<file path="src/rtl/multicycle_ctrl_fsm.sv">
// Multi-cycle RV32I control sequencer.
// Walks the shared-memory datapath through FETCH/DECODE/EXECUTE/MEM/WB one
// state per clock, decoding every mux select and write enable from the
// current state. Illegal opcodes park in TRAP and memory stalls longer than
// MEM_TIMEOUT cycles park in ERROR; both hold until reset.
module multicycle_ctrl_fsm #(
  parameter int MEM_TIMEOUT = 255
) (
  input  logic       clk,
  input  logic       rst_n,
  input  logic [6:0] opcode,
  input  logic       mem_ready,
  input  logic       br_taken,
  output logic       mem_req,
  output logic       mem_we,
  output logic       iord,
  output logic       ir_write,
  output logic       pc_write,
  output logic       pc_src,
  output logic [1:0] alu_src_a,
  output logic [1:0] alu_src_b,
  output logic [1:0] alu_op,
  output logic       reg_write,
  output logic       mem_to_reg,
  output logic       instr_done,
  output logic       illegal_op,
  output logic       mem_err,
  output logic [3:0] state
);

  // Counter only has to hold values up to MEM_TIMEOUT.
  localparam int CW = (MEM_TIMEOUT > 0) ? $clog2(MEM_TIMEOUT + 1) : 1;

  localparam logic [6:0] OP_R     = 7'b0110011;
  localparam logic [6:0] OP_I     = 7'b0010011;
  localparam logic [6:0] OP_LOAD  = 7'b0000011;
  localparam logic [6:0] OP_STORE = 7'b0100011;
  localparam logic [6:0] OP_BR    = 7'b1100011;

  typedef enum logic [3:0] {
    S_FETCH    = 4'h0,
    S_DECODE   = 4'h1,
    S_MEM_ADDR = 4'h2,
    S_MEM_RD   = 4'h3,
    S_MEM_WB   = 4'h4,
    S_MEM_WR   = 4'h5,
    S_EXEC     = 4'h6,
    S_WB_ALU   = 4'h7,
    S_BRANCH   = 4'h8,
    S_TRAP     = 4'h9,
    S_ERROR    = 4'hA,
    S_INIT     = 4'hF
  } state_t;

  state_t          r_state;
  state_t          w_state_next;
  logic [CW-1:0]   r_cnt;
  logic [CW-1:0]   w_cnt_next;
  logic            w_mem_state;
  logic            w_timeout;

  assign state = r_state;

  // States in which the FSM is waiting on the memory handshake.
  assign w_mem_state = (r_state == S_FETCH) || (r_state == S_MEM_RD) ||
                       (r_state == S_MEM_WR);

  // Wait budget exhausted; a ready in this same cycle still takes priority.
  assign w_timeout = (MEM_TIMEOUT != 0) && (r_cnt == CW'(MEM_TIMEOUT));

  // State and wait-counter registers.
  always_ff @(posedge clk or negedge rst_n) begin
    if (!rst_n) begin
      r_state <= S_INIT;
      r_cnt   <= '0;
    end else begin
      r_state <= w_state_next;
      r_cnt   <= w_cnt_next;
    end
  end

  // Wait counter restarts on every state change, so entry into any memory
  // state sees zero; it only advances while memory is stalling.
  always_comb begin
    w_cnt_next = r_cnt;
    if (w_state_next != r_state) begin
      w_cnt_next = '0;
    end else if (w_mem_state && !mem_ready && (MEM_TIMEOUT != 0)) begin
      w_cnt_next = r_cnt + 1'b1;
    end
  end

  // Next-state selection and Moore output decode (with the few input-gated strobes).
  always_comb begin
    w_state_next = r_state;
    mem_req      = 1'b0;
    mem_we       = 1'b0;
    iord         = 1'b0;
    ir_write     = 1'b0;
    pc_write     = 1'b0;
    pc_src       = 1'b0;
    alu_src_a    = 2'b00;
    alu_src_b    = 2'b00;
    alu_op       = 2'b00;
    reg_write    = 1'b0;
    mem_to_reg   = 1'b0;
    instr_done   = 1'b0;
    illegal_op   = 1'b0;
    mem_err      = 1'b0;

    case (r_state)
      S_INIT: begin
        w_state_next = S_FETCH;
      end

      S_FETCH: begin
        mem_req   = 1'b1;
        alu_src_b = 2'b01;
        if (mem_ready) begin
          ir_write     = 1'b1;
          pc_write     = 1'b1;
          w_state_next = S_DECODE;
        end else if (w_timeout) begin
          w_state_next = S_ERROR;
        end
      end

      S_DECODE: begin
        // ALU precomputes oldPC + imm so BRANCH can use ALUOut as the target.
        alu_src_a = 2'b10;
        alu_src_b = 2'b10;
        case (opcode)
          OP_R, OP_I:        w_state_next = S_EXEC;
          OP_LOAD, OP_STORE: w_state_next = S_MEM_ADDR;
          OP_BR:             w_state_next = S_BRANCH;
          default:           w_state_next = S_TRAP;
        endcase
      end

      S_EXEC: begin
        alu_src_a    = 2'b01;
        alu_op       = 2'b10;
        alu_src_b    = (opcode == OP_I) ? 2'b10 : 2'b00;
        w_state_next = S_WB_ALU;
      end

      S_WB_ALU: begin
        reg_write    = 1'b1;
        instr_done   = 1'b1;
        w_state_next = S_FETCH;
      end

      S_MEM_ADDR: begin
        alu_src_a    = 2'b01;
        alu_src_b    = 2'b10;
        w_state_next = (opcode == OP_STORE) ? S_MEM_WR : S_MEM_RD;
      end

      S_MEM_RD: begin
        mem_req = 1'b1;
        iord    = 1'b1;
        if (mem_ready) begin
          w_state_next = S_MEM_WB;
        end else if (w_timeout) begin
          w_state_next = S_ERROR;
        end
      end

      S_MEM_WB: begin
        reg_write    = 1'b1;
        mem_to_reg   = 1'b1;
        instr_done   = 1'b1;
        w_state_next = S_FETCH;
      end

      S_MEM_WR: begin
        mem_req = 1'b1;
        iord    = 1'b1;
        mem_we  = 1'b1;
        if (mem_ready) begin
          instr_done   = 1'b1;
          w_state_next = S_FETCH;
        end else if (w_timeout) begin
          w_state_next = S_ERROR;
        end
      end

      S_BRANCH: begin
        alu_src_a    = 2'b01;
        alu_op       = 2'b11;
        pc_src       = 1'b1;
        pc_write     = br_taken;
        instr_done   = 1'b1;
        w_state_next = S_FETCH;
      end

      S_TRAP: begin
        illegal_op = 1'b1;
      end

      S_ERROR: begin
        mem_err = 1'b1;
      end

      default: begin
        // Unused encodings recover through INIT.
        w_state_next = S_INIT;
      end
    endcase
  end

endmodule

</file>
<file path="config.mk">
export PLATFORM = sky130hd
export DESIGN_NAME = multicycle_ctrl_fsm
export DESIGN_NICKNAME = d
export VERILOG_FILES = /design/src/rtl/multicycle_ctrl_fsm.sv
export SDC_FILE = /design/constraint.sdc
export NUM_CORES = 1
export LEC_CHECK = 0
export CORE_MARGIN = 2
export CORE_UTILIZATION = 25
export CTS_BUF_LIST = sky130_fd_sc_hd__clkbuf_8
export DETAILED_ROUTE_END_ITERATION = 12
export PLACE_DENSITY_LB_ADDON = 0.3
export SYNTH_ARGS = -nofsm -noshare
export SYNTH_HDL_FRONTEND = slang
export SYNTH_SLANG_ARGS = --single-unit
export TNS_END_PERCENT = 1
</file>
<file path="constraint.sdc">
create_clock -name clk -period 5 [get_ports clk]
set_clock_uncertainty 0.15 [all_clocks]
set_input_delay 1 -clock clk [delete_from_list [all_inputs] [get_ports clk]]
set_output_delay 1 -clock clk [all_outputs]
set_load 0.05 [all_outputs]
</file>
Word level (Yosys, flattened, before mapping):

Cells that the tools add are included.

* equality and inequality tests: 18
* order comparisons: 0
* $add $sub $neg: 1
* div/mod/pow operators: 0
* bitwise operators: 0
* reductions and logical operators: 16
* shifts and indexed selects: 0
* muxes and demuxes: 25
* multipliers: 0

Operators by type and width (count)
* 4-bit case mux with 8 select lines: 1
* 4-bit by 3-bit == test with 1-bit output, second input constant: 4
* 4-bit == test, second input constant: 4
* 4-bit two-way mux: 4
* 8-bit two-way mux: 2
* 7-bit by 6-bit == test with 1-bit output, second input constant: 2
* 4-bit case mux with 3 select lines: 1
* 2-bit OR reduction: 6
* 1-bit two-way mux: 10
* 3-bit OR reduction: 3
* 8-bit by 1-bit adder with 8-bit output, second input constant: 1
* 4-bit by 2-bit == test with 1-bit output, second input constant: 2
* 8-bit == test, second input constant: 1
* 2-bit case mux with 2 select lines: 2
* 7-bit by 2-bit == test with 1-bit output, second input constant: 1
* 7-bit by 5-bit == test with 1-bit output, second input constant: 1
* 7-bit == test, second input constant: 1
* 2-bit case mux with 3 select lines: 1
* 4-bit by 1-bit == test with 1-bit output, second input constant: 1
* 4-bit logical NOT: 1
* 4-bit != test: 1
* 1-bit case mux with 2 select lines: 2
* 4-bit OR reduction: 1
* 3-bit two-way mux: 1
* other kinds (5): 6

* memories: 0
* latch bits: 0
* word-level logic and storage cells: 62
* bits in read-only memories: 0
* register bits after elaboration: 12
* input port bits: 11
* bits in writable memories: 0
* output and inout port bits: 21

Depth between registers and ports, before layout:

* word-level depth: 6
* mapped depth: 9
* depth with buffers taken out: 7

Least setup slack after synthesis:

Ideal clock, no wire load.

* path type: reg2out
* start: register r_state[0] (netlist: state[0])
* end: output port pc_write
* data arrival time: 3520 ps
* setup slack: 330 ps
* data required time: 3850 ps
* buffers on the path: 2
* stages on the path, launching flop included: 6
* cells stage by stage: dfstp_2 buf_4 clkbuf_1 nor4_1 and2_1 a21o_1

* cells in the longest elaborated chain, start to end: 2
* elaborated cells on any way between the ends: 3
* classes of those cells: 1 x eq/ne; 1 x mux; 1 x reduce/logical

Ends and longest elaborated chain
* start: declaration: line 55 `state_t r_state;`
* start signal: assignment: line 77 `r_state <= w_state_next;`
* 4-bit == test / 4-bit logical NOT (equally long branches): line 111 `case (r_state)`
* 1-bit case mux with 2 select lines *: line 111
* end: declaration: line 18 `output logic pc_write,`

Every way passes the cells marked *; elsewhere a longest branch is shown, timed or not.

Final worst setup path:

* start: input port opcode[2]
* end: output port alu_src_b[1]

* cells in the longest elaborated chain, start to end: 3

Ends and longest elaborated chain
* start: declaration: line 11 `input logic [6:0] opcode,`
* 7-bit by 5-bit == test with 1-bit output: line 143 `alu_src_b = (opcode == OP_I) ? 2'b10 : 2'b00;`
* 2-bit two-way mux: line 143
* 2-bit case mux with 3 select lines: line 111
* end: declaration: line 21 `output logic [1:0] alu_src_b,`

Every way passes these cells.

==> results by group <==
Status
  • Status: finished, final reports clean

STA
  • Max Freq: 0.233 GHz
  • RSZ-0062 raised after global routing: false
  • Fin. max-slew vios: 0
  • Final setup viols: 0
  • Final hold viol count: 0
  • Fin Setup TNS: 0 ps
  • Fin crit share: 85.7%
  • Worst-Margin Slew: between 500 and 600 ps
  • Fin crit period: between 4000 and 5000 ps
  • Worst slew margin: 64.2%

Synth
  • Synthesized Nets: approximately 160
  • Number of synthesized flops with an enable pin: 0
  • Top cell type's share of synthesized area: around 17%
  • Area of the mapped netlist: roughly 1200 um^2
  • Yosys warning count: 0
  • Yosys cell types: 47
  • Syn avg cell area: about 8.2 um^2
  • Syn Inst Count: around 140
  • Largest area contributor in the netlist: dfrtp_1
  • Seq/Total Area, Yosys: between 20% and 30%
  • Most used DFF post-synth: dfrtp_1
  • FFs w/ async S/R, synth: 100%
  • Flops & latches, synth: 12
  • Top cells by area, synth: dfrtp_1, dfstp_2, nor3_2

Layout
  • Register area: between 300 and 400 um^2
  • Multi-input gate area: approximately 770 um^2
  • Antenna diode count: 0
  • Area Growth Syn to Fin: 30.2%
  • Commonest non-fill, non-tap cell in the layout: clkdlybuf4s50_1
  • Share of cells above drive strength 1: between 10% and 20%
  • Fin nets: 179
  • # fillers: 479
  • Most frequent cells in the layout: clkdlybuf4s50_1, nor2_1, nand2b_1
  • Post-layout instance area: between 1500 and 2000 um^2

Worst setup path
  • CP Data Arrival Time: approximately 3100 ps
  • CP max stage delay: between 800 and 900 ps
  • CP endpoint kind: output port
  • Startpoint Class: input pin
  • Critical path's top delay family: buffers and inverters
  • Most frequent CP cell: clkdlybuf4s50_1
  • Crit path cell chain: clkdlybuf4s50_1, nand4bb_1, or2_2, o21ai_0, a21oi_1, nor2_1, clkdlybuf4s50_1
  • Critical path depth: 7
  • Crit-path max FO: 5
  • Critical path's slowest cell: clkdlybuf4s50_1
  • Cell depth of the worst flop-to-flop path: 6
  • WP buf/inv: 2
  • CP Class: in -> out
  • Data required, critical path: 3850 ps

Floorplan
  • DIE WIDTH: about 72 um
  • # rows: 24
  • Die Area: about 5200 um^2
  • CORE AREA: roughly 4400 um^2
  • Die Span Y: 72.4 um
  • Starting density of the core: a little over a quarter
  • Io pins: 32

Clock tree
  • Root buffer cell: clkbuf_8
  • H-tree level count: 1
  • Longest Clk Path Bufs: 2
  • Clock Latency Late Sink: 240 ps
  • Setup bufs post-CTS: 0
  • Clk slew on worst S/H paths: 50 ps
  • Hold buffer count at CTS: 0
  • CTS tree: done
  • Inserted Clock Buffers: 3
  • Post-CTS sizing: 0
  • # clock sinks: 12

Placed design
  • Post-DP HPWL: slightly above 2 mm
  • Placed cell areas: approximately 1500 um^2
  • Placer Congestion: a little under 0.8
  • Port buffer count: 31

Global routing
  • GRT Util Overall: 11.2%
  • Number of global-route vias before repair: 1048
  • First-pass GRT wire length: approximately 4.8 mm
  • Largest net degree at the start of global routing: 24
  • Initial antenna violation count: 0
  • Grt ovf: 0

Routing
  • Routed wire length: approximately 2.9 mm
  • Routed vias: ~1100
  • Antenna-violating nets left: 0
  • Detail-routed net length per standard cell: between 10 and 15 um
  • DRT iter0 DRCs: ~110
  • DRC: 0
  • First-pass iteration count of the detailed router: 4
  • Vias per Instance: roughly 5

Job
  • Max_cap viols: 0

Min path
  • Hold Path Cell Cnt: 2
  • Worst hold-check path type: reg -> reg
==> layout make-up <==
type | count | area share [%]
multi-input combinational | 113 | 50.3
timing repair buffer | 31 | 20.3
inverter | 6 | 1.48
sequential | 12 | 20.0
clock buffer | 4 | 3.61
tap | 52 | 4.27
==> registers in the layout (all words and copies together), names as in the netlist <==
name and flops:
r_cnt 8, state 4
==> synthesized netlist by cell type (2+ instances only) <==
cell,count
a21oi_1,8
buf_2,4
buf_4,3
buf_6,2
clkbuf_1,3
dfrtp_1,8
dfstp_2,4
inv_1,5
nand2_1,5
nand2b_1,10
nand3_1,6
nand4_1,2
nor2_1,15
nor2b_1,6
nor3_1,7
nor3_2,9
o21ai_0,4
o221ai_1,2
o22ai_1,2
or2_2,2
or3_1,4
xnor2_1,5
xor2_1,3
==> tightest hold or removal path: stages (launching register included) <==
cell,delay [ps]
dfrtp_1,360
xnor2_1,140
nor3_2,40
==> worst paths after layout <==
| kind | to | startpoint | slack (ps) |
|---|---|---|---|
| min in group asynchronous | r_cnt[1] | rst_n | 960 |
| max | alu_src_b[1] | opcode[2] | 720 |
| min | r_cnt[7] | r_cnt[7] | 420 |
| min reg2reg | r_cnt[7] | r_cnt[7] | 420 |
| max reg2reg | r_cnt[2] | state[1] | 2160 |
| max in group asynchronous | state[0] | rst_n | 3370 |
==> metrics by stage <==
stage,hold slack (ps),setup slack (ps),utilization [%],cells
floorplan,391,330,-,143
global placement,410,704,33.1,214
detailed placement,413,715,33.1,214
CTS,424,710,34.3,218
global route,452,548,34.3,218
finish,420,716,34.3,218
==> kinds of logic after synthesis <==
family | share of synthesized area, %
buffers and inverters | 8.44
muxes | 1.82
adders and majority gates | 1.07
and+or+nand+nor | 39.4
DFF | 26.1
AOI/OAI and AO/OA | 15.8
xor gates and xnor gates | 7.37
==> per-layer routing <==
| metal | track usage, % | wire length (um) | vias up |
|---|---|---|---|
| li1 | - | - | 553 |
| met1 | 15.2 | 1370 | 503 |
| met2 | 18.5 | 1370 | 27 |
| met3 | 1.11 | 103 | 2 |
| met4 | 3.91 | 14 | 0 |
| met5 | 0 | 0 | - |
Power is left out: the tool's default activity adds up to more than one toggle a clock period on the data nets, which glitch-free logic cannot reach.
